--- config.mk ---
export PLATFORM = sky130hd
export DESIGN_NAME = regbank_sb_flat
export DESIGN_NICKNAME = d
export VERILOG_FILES = /design/src/rtl/regbank_sb_if.sv /design/src/rtl/regbank_sb.sv /design/src/flat_wrapper.sv
export SDC_FILE = /design/constraint.sdc
export NUM_CORES = 1
export LEC_CHECK = 0
export ABC_AREA = 0
export CAP_MARGIN = 15
export CORE_AREA = 2 2 67 133
export DETAILED_ROUTE_END_ITERATION = 10
export DIE_AREA = 0 0 69 135
export PLACE_DENSITY = 0.77
export SLEW_MARGIN = 5
export SYNTH_ARGS = -nofsm -noshare
export SYNTH_HDL_FRONTEND = slang
export SYNTH_SLANG_ARGS = --single-unit
--- constraint.sdc ---
create_clock -name clk -period 4.67 [get_ports clk]
set_clock_uncertainty 0.15 [all_clocks]
set_input_delay 1.1675 -clock clk [delete_from_list [all_inputs] [get_ports clk]]
set_output_delay 1.1675 -clock clk [all_outputs]
set_load 0.03 [all_outputs]
--- src/rtl/regbank_sb_if.sv ---
// Bundles the decode and writeback signals of the regbank_sb register bank.
// The master drives requests and the slave (the bank) returns read data, stall and busy.
interface regbank_sb_if #(
  parameter int DATA_W = 8,
  parameter int ADDR_W = 3
) ();
  localparam int NREGS = 1 << ADDR_W;

  logic              rd_en;
  logic [ADDR_W-1:0] addr1;
  logic [ADDR_W-1:0] addr2;
  logic [DATA_W-1:0] data1;
  logic [DATA_W-1:0] data2;
  logic              data_valid;
  logic              stall;
  logic              wr_en;
  logic [ADDR_W-1:0] addrdest;
  logic [DATA_W-1:0] datadest;
  logic              rsv_en;
  logic [ADDR_W-1:0] rsv_addr;
  logic [NREGS-1:0]  busy;

  modport master (
    output rd_en, addr1, addr2, wr_en, addrdest, datadest, rsv_en, rsv_addr,
    input  data1, data2, data_valid, stall, busy
  );

  modport slave (
    input  rd_en, addr1, addr2, wr_en, addrdest, datadest, rsv_en, rsv_addr,
    output data1, data2, data_valid, stall, busy
  );
endinterface

--- src/rtl/regbank_sb.sv ---
// Two-read/one-write register bank with registered reads and a busy scoreboard.
// Define REGBANK_BYPASS_EN to forward same-cycle write data to a matching read port.
module regbank_sb #(
  parameter int DATA_W   = 8,
  parameter int ADDR_W   = 3,
  parameter int ZERO_REG = 0
) (
  input  logic        clk,
  input  logic        reset,
  regbank_sb_if.slave bus
);
  localparam int NREGS = 1 << ADDR_W;

  logic [DATA_W-1:0] regs_q [NREGS];
  logic [DATA_W-1:0] regs_d [NREGS];
  logic [NREGS-1:0]  busy_q, busy_d;
  logic [NREGS-1:0]  wr_sel, rsv_sel;
  logic [DATA_W-1:0] data1_q, data1_d;
  logic [DATA_W-1:0] data2_q, data2_d;
  logic              valid_q, valid_d;

  logic              zero1, zero2;
  logic              byp1, byp2;
  logic              hz1, hz2;
  logic              accept;
  logic [DATA_W-1:0] rd1, rd2;

  // Per-register write/reserve decode; a constant-zero register 0 never gets selected.
  genvar gi;
  generate
    for (gi = 0; gi < NREGS; gi++) begin : g_sel
      localparam bit IS_ZERO = (ZERO_REG != 0) && (gi == 0);
      assign wr_sel[gi]  = bus.wr_en  && (bus.addrdest == ADDR_W'(gi)) && !IS_ZERO;
      assign rsv_sel[gi] = bus.rsv_en && (bus.rsv_addr == ADDR_W'(gi)) && !IS_ZERO;
    end
  endgenerate

  always_comb begin
    zero1 = (ZERO_REG != 0) && (bus.addr1 == '0);
    zero2 = (ZERO_REG != 0) && (bus.addr2 == '0);
`ifdef REGBANK_BYPASS_EN
    byp1  = bus.wr_en && (bus.addrdest == bus.addr1) && !zero1;
    byp2  = bus.wr_en && (bus.addrdest == bus.addr2) && !zero2;
`else
    byp1  = 1'b0;
    byp2  = 1'b0;
`endif
    hz1   = busy_q[bus.addr1] && !byp1;
    hz2   = busy_q[bus.addr2] && !byp2;
    rd1   = zero1 ? '0 : (byp1 ? bus.datadest : regs_q[bus.addr1]);
    rd2   = zero2 ? '0 : (byp2 ? bus.datadest : regs_q[bus.addr2]);
    accept = bus.rd_en && !(hz1 || hz2);
  end

  // Reservation is applied after the write clear so a same-address collision stays busy.
  always_comb begin
    for (int i = 0; i < NREGS; i++) begin
      regs_d[i] = wr_sel[i] ? bus.datadest : regs_q[i];
    end
    busy_d  = (busy_q & ~wr_sel) | rsv_sel;
    data1_d = accept ? rd1 : data1_q;
    data2_d = accept ? rd2 : data2_q;
    valid_d = accept;
  end

  always_ff @(posedge clk or posedge reset) begin
    if (reset) begin
      for (int i = 0; i < NREGS; i++) begin
        regs_q[i] <= '0;
      end
      busy_q  <= '0;
      data1_q <= '0;
      data2_q <= '0;
      valid_q <= 1'b0;
    end else begin
      regs_q  <= regs_d;
      busy_q  <= busy_d;
      data1_q <= data1_d;
      data2_q <= data2_d;
      valid_q <= valid_d;
    end
  end

  assign bus.stall      = bus.rd_en && (hz1 || hz2);
  assign bus.data1      = data1_q;
  assign bus.data2      = data2_q;
  assign bus.data_valid = valid_q;
  assign bus.busy       = busy_q;
endmodule

--- src/flat_wrapper.sv ---
// flat-port wrapper written by rule: the top's interface ports become plain ports
module regbank_sb_flat 
#(
  parameter int DATA_W   = 8,
  parameter int ADDR_W   = 3,
  parameter int ZERO_REG = 0
)
  (clk, reset, bus_rd_en, bus_addr1, bus_addr2, bus_wr_en, bus_addrdest, bus_datadest, bus_rsv_en, bus_rsv_addr, bus_data1, bus_data2, bus_data_valid, bus_stall, bus_busy);
  regbank_sb_if #(.DATA_W(DATA_W), .ADDR_W(ADDR_W)) bus_i ();
  input  logic clk;
  input  logic reset;
  input wire logic [$bits(bus_i.rd_en)-1:0] bus_rd_en;
  input wire logic [$bits(bus_i.addr1)-1:0] bus_addr1;
  input wire logic [$bits(bus_i.addr2)-1:0] bus_addr2;
  input wire logic [$bits(bus_i.wr_en)-1:0] bus_wr_en;
  input wire logic [$bits(bus_i.addrdest)-1:0] bus_addrdest;
  input wire logic [$bits(bus_i.datadest)-1:0] bus_datadest;
  input wire logic [$bits(bus_i.rsv_en)-1:0] bus_rsv_en;
  input wire logic [$bits(bus_i.rsv_addr)-1:0] bus_rsv_addr;
  output wire logic [$bits(bus_i.data1)-1:0] bus_data1;
  output wire logic [$bits(bus_i.data2)-1:0] bus_data2;
  output wire logic [$bits(bus_i.data_valid)-1:0] bus_data_valid;
  output wire logic [$bits(bus_i.stall)-1:0] bus_stall;
  output wire logic [$bits(bus_i.busy)-1:0] bus_busy;
  assign bus_i.rd_en = bus_rd_en;
  assign bus_i.addr1 = bus_addr1;
  assign bus_i.addr2 = bus_addr2;
  assign bus_i.wr_en = bus_wr_en;
  assign bus_i.addrdest = bus_addrdest;
  assign bus_i.datadest = bus_datadest;
  assign bus_i.rsv_en = bus_rsv_en;
  assign bus_i.rsv_addr = bus_rsv_addr;
  assign bus_data1 = bus_i.data1;
  assign bus_data2 = bus_i.data2;
  assign bus_data_valid = bus_i.data_valid;
  assign bus_stall = bus_i.stall;
  assign bus_busy = bus_i.busy;
  regbank_sb #(.DATA_W(DATA_W), .ADDR_W(ADDR_W), .ZERO_REG(ZERO_REG)) u_core (.clk(clk), .reset(reset), .bus(bus_i));
endmodule
======== Yosys cells after proc, flatten, opt, wreduce, memory -nomap -nowiden ========
Cells that the tools add are included.
operators by class
  multiplexer cells ....................... 10
  eq/ne operators ......................... 14
  bitwise operators ....................... 5
  magnitude comparators ................... 4
  reductions and logical operators ........ 22
operators by type and width
  operator                                            number
  binary-select mux 8 bit (select 3 bit)              2
  two-way mux 8 bit                                   4
  == test 3 bit, second input constant                8
  logical AND 1 bit                                   18
  == test 3 x 2 -> 1 bit, second input constant       4
  bitwise AND 8 bit                                   1
  >= comparator 4 bit, second input constant          2
  < comparator 3 x 4 -> 1 bit, second input constant  2
  NOT 3 -> 4 bit                                      2
  NOT 8 bit                                           1
  OR 8 bit                                            1
  binary-select mux 1 bit (select 3 bit)              2
  == test 3 x 1 -> 1 bit, second input constant       2
  zero test 3 bit                                     2
  two-way mux 1 bit                                   2
  zero test 1 bit                                     1
  logical OR 1 bit                                    1
storage, ports and cells
  register bits ........................... 89
  input bits .............................. 25

======== Logic depth before layout (Yosys ltp) ========
  depth in word-level cells ............... 5
  gate-level depth with buffers ........... 6
  gate-level depth less buffers ........... 4

======== Worst setup path after synthesis ========
Ideal clock, no wire load.
  path type ............................... in2out
  from .................................... input bus_addr1[0]
  to ...................................... output bus_stall
  required time ........................... 3.353 ns
  data arrival time ....................... 2.597 ns
  stages .................................. 4
  setup slack ............................. 0.756 ns
  buffers on the path ..................... 2
  cell sequence ........................... buf_2 -> buf_2 -> mux2i_1 -> a21boi_0
on the way
  word-level cells in the longest chain between the ends .. 4
RTL lines
  element                                  line                RTL
  start, declared                          flat_wrapper.sv:13  input wire logic [$bits(bus_i.addr1)-1:0] bus_addr1;
  binary-select mux 1 bit (select 3 bit)   regbank_sb.sv:48    hz1 = busy_q[bus.addr1] && !byp1;
  two-way mux 1 bit (not written as such)  regbank_sb.sv:48
  logical OR 1 bit                         regbank_sb.sv:84    assign bus.stall = bus.rd_en && (hz1 || hz2);
  logical AND 1 bit                        regbank_sb.sv:84
  end, declared                            flat_wrapper.sv:23  output wire logic [$bits(bus_i.stall)-1:0] bus_stall;
Every way passes these cells. The select of a mux whose other input is x is not followed.

======== Worst setup path in the final report ========
  from .................................... input bus_addr1[1]
  to ...................................... output bus_stall
The elaborated chain is that of the path after synthesis.

==> impl_results.md <==
- Critical setup path kind: input pin to primary output
- Share of the synthesized area in the top cell type: 0.497
- Largest net degree at the start of global routing: 38
- CTS Buffer Depth: 2
- Most frequent cell after synthesis: dfrtp_1
- GRT Resource Usage Total: 0.238
- Final setup vio count: 0
- Root buf cell: clkbuf_16
- Clock power share: 0.310
- Critical R2R Capture: u_core.bus.data1[1]
- Sink Count: between 80 and 90
- Netlist cell types: 22
- Tcrit/Tclk final: 0.917
- CTS tree: done
- Internal power: 2.07 mW
- Area growth, synth to finish: 22.2%
- First-pass GRT wire length: between 15,000 and 20,000 um
- Worst Path Arrival: 2.96 ns
- Ports: 51
- Initial antenna violation count: 0
- Met1 wire length: 3680 um
- Finished Layout Cells: 432
- Met2 WL post-DR: between 5000 and 6000 um
- Switching Fraction: 0.283
- Antenna viol nets, final: 0
- Pleak: 2.29 nW
- WL met3: 477 um
- Vias: between 2,000 and 3,000
- Startpoint types: input pin
- Sum Neg Setup Slack: 0 ns
- DIE HEIGHT: ~140 um
- Post-CTS Setup Inserts: 0
- Final instance area: between 0.005 and 0.006 mm2
- Crit-path cells: clkdlybuf4s50_1, mux4_2, mux2i_1, a21boi_0, dlymetal6s2s_1
- Post-synth ARST share: 1.00
- Slew Viols, Final: 0
- Most used DFF post-synth: dfrtp_1
- Sequential power share: 0.386
- Sequential cell area fraction in the yosys report: 0.497
- Area contributors post-synth: dfrtp_1, mux2_2, mux4_2, mux2_4, buf_6
- Fillers: 585
- Status: complete, no violations
- # rows: 47
- Placed insts: 416
- Crit path largest cell delay: ~0.60 ns
- Fmax achieved: 0.234 GHz
- FF+latch count, synth: 89
- R2R Path Start: u_core.bus.busy[7]
- Final net count: 354
- Combinational fraction of design power: 0.304
- Starting Density: 0.544
- Worst rel slew slack: 0.320
- Max Used Layer: met4
- Crit path from: bus_addr1[1]
- Synth Net Count: 298
- WL/cell: 23.3 um
- Synthesis warning total: 0
- Pwr dens: 528 mW/mm2
- Power Total: 2.89 mW
- Number of global-route vias before repair: 3,009
- HP Start: u_core.bus.data1[6]
- Syn Inst Count: 273
- Critical path required time: 3.35 ns
- Clk_lat worst skew: 0.34 ns
- Worst r2r path cells: 4
- Total iterations of the first detailed-routing run: 4
- Worst VDD drop: 359 uV
- Core ar.: 0.00823 mm2
- N_diodes: 0
- R2r setup slk: 2.17 ns
- Fin. Hold Viols: 0
- Vias/cell: 6.30
- Placer congestion estimate: 0.817
- DRT Wirelength: 10,100 um
- Post-DP HPWL: 6680 um
- Share of layout cells above drive strength 1: 0.491
- Crit path capture type: primary output
- Unrepaired setup endpoints after global routing: no
- Sw Pwr: 0.818 mW
- Crit path to: bus_stall
- Cts bufs inserted: 9
- Iteration-0 DRC Markers: 147
- Post-Syn Area: between 0.004 and 0.005 mm2
- Cts repair resizes: 0
- Max H-tree Level: 3
- Die area: ~0.0093 mm2
- Tmin final: 4.28 ns
- Mean Syn Cell Area: 16.4 um2
- Port bufs: 50
- Yosys top cell by area: dfrtp_1
- Hold-fix buffers, CTS: 0
- Die W: 69 um
- Maximum fanout along the worst path: 3
- Clk pin slew, worst setup/hold paths: 0.06 ns
- Worst-Margin Slew: 1.02 ns
- DP Area: 0.00509 mm2
- Max Cap Viol: 0
- Post-synth EDFFs: 0
- DRC violations left: 0
- Total gr overflow: 0
- Slowest cell on crit path: clkdlybuf4s50_1
- Top cells by count, synth: dfrtp_1, mux2_2, mux4_2
- Hold Path Class: flip-flop to flip-flop
==> state kept, by name (all words and copies together) (netlist names) <==
register and flops:
u_core.bus.data_valid 1, u_core.bus.data1 8, u_core.regs_q 64, u_core.bus.data2 8, u_core.bus.busy 8
==> metrics by stage <==
stage	util	hold WS (ns)	setup slack (ns)
6_report	0.664	0.355	0.388
5_1_grt	0.664	0.378	0.336
4_1_cts	0.664	0.357	0.0202
3_5_place_dp	0.618	0.341	0.0576
3_3_place_gp	0.618	0.339	0.0370
2_1_floorplan	-	0.341	0.756
==> power groups by stage <==
stage                     clock network, mW  registers, mW  logic [mW]
after floorplan                           0           1.26       0.443
after global placement                    0           1.11       0.863
after detailed placement                  0           1.13       0.882
after CTS                             0.910           1.11       0.887
after global routing                  0.945           1.14       0.926
final                                 0.897           1.12       0.877
==> logic make-up (layout without fill, tap and decap cells) <==
group	Yosys count	count (layout)	share of synthesized area
mux	134	134	0.434
flops	89	89	0.497
buf+inv	21	82	0.0243
simple gates	20	20	0.0310
compound gates	9	9	0.0129
==> cells in the final DEF, fill, tap and decap left out, types with 2 or more instances in the layout <==
master / Yosys / layout
buf_4: 1 / 10
bufinv_16: 0 / 4
clkbuf_16: 0 / 9
clkdlybuf4s50_1: 0 / 49
dfrtp_1: 89 / 89
inv_1: 6 / 5
mux2_2: 87 / 87
mux2_4: 9 / 9
mux2i_1: 2 / 2
mux4_2: 36 / 36
nand2_1: 7 / 7
nand2b_1: 4 / 4
nand4b_1: 3 / 3
nor3_2: 2 / 2
nor3b_2: 2 / 2
o21ai_0: 4 / 4
o22ai_1: 2 / 2
o32ai_1: 2 / 2
==> worst max-delay path, delay by kind of cell <==
family                 cells  cell delay, ns
AO/OA/AOI/OAI              1            0.13
multiplexers               2            0.81
buffers and inverters      2            0.85
==> area by class of cell <==
type | count | area (um2) | area share
Multi-Input combinational cell | 163 | 2140 | 0.392
Clock buffer | 10 | 239 | 0.0437
Clock inverter | 6 | 138 | 0.0252
Sequential cell | 89 | 2230 | 0.407
Tap cell | 98 | 123 | 0.0224
Inverter | 6 | 23.8 | 0.00435
Timing Repair Buffer | 60 | 578 | 0.106
==> routing by layer <==
layer	track usage	up-vias
li1	-	1164
met1	0.277	1451
met2	0.416	80
met3	0.0507	26
met4	0.111	0
met5	0	-
==> how the worst min path moves through the flow <==
stage                     endpoint  slack, ns  cells after the start
5_1_grt        u_core.bus.data1[0]       0.38                      1
4_1_cts        u_core.bus.data1[2]       0.36                      1
3_5_place_dp   u_core.bus.data2[0]       0.34                      1
2_1_floorplan    u_core.regs_q[10]       0.34                      1
6_report       u_core.bus.data1[6]       0.36                      1
3_3_place_gp   u_core.bus.data1[6]       0.34                      1
Note: power is estimated with default switching activity, not from simulation.
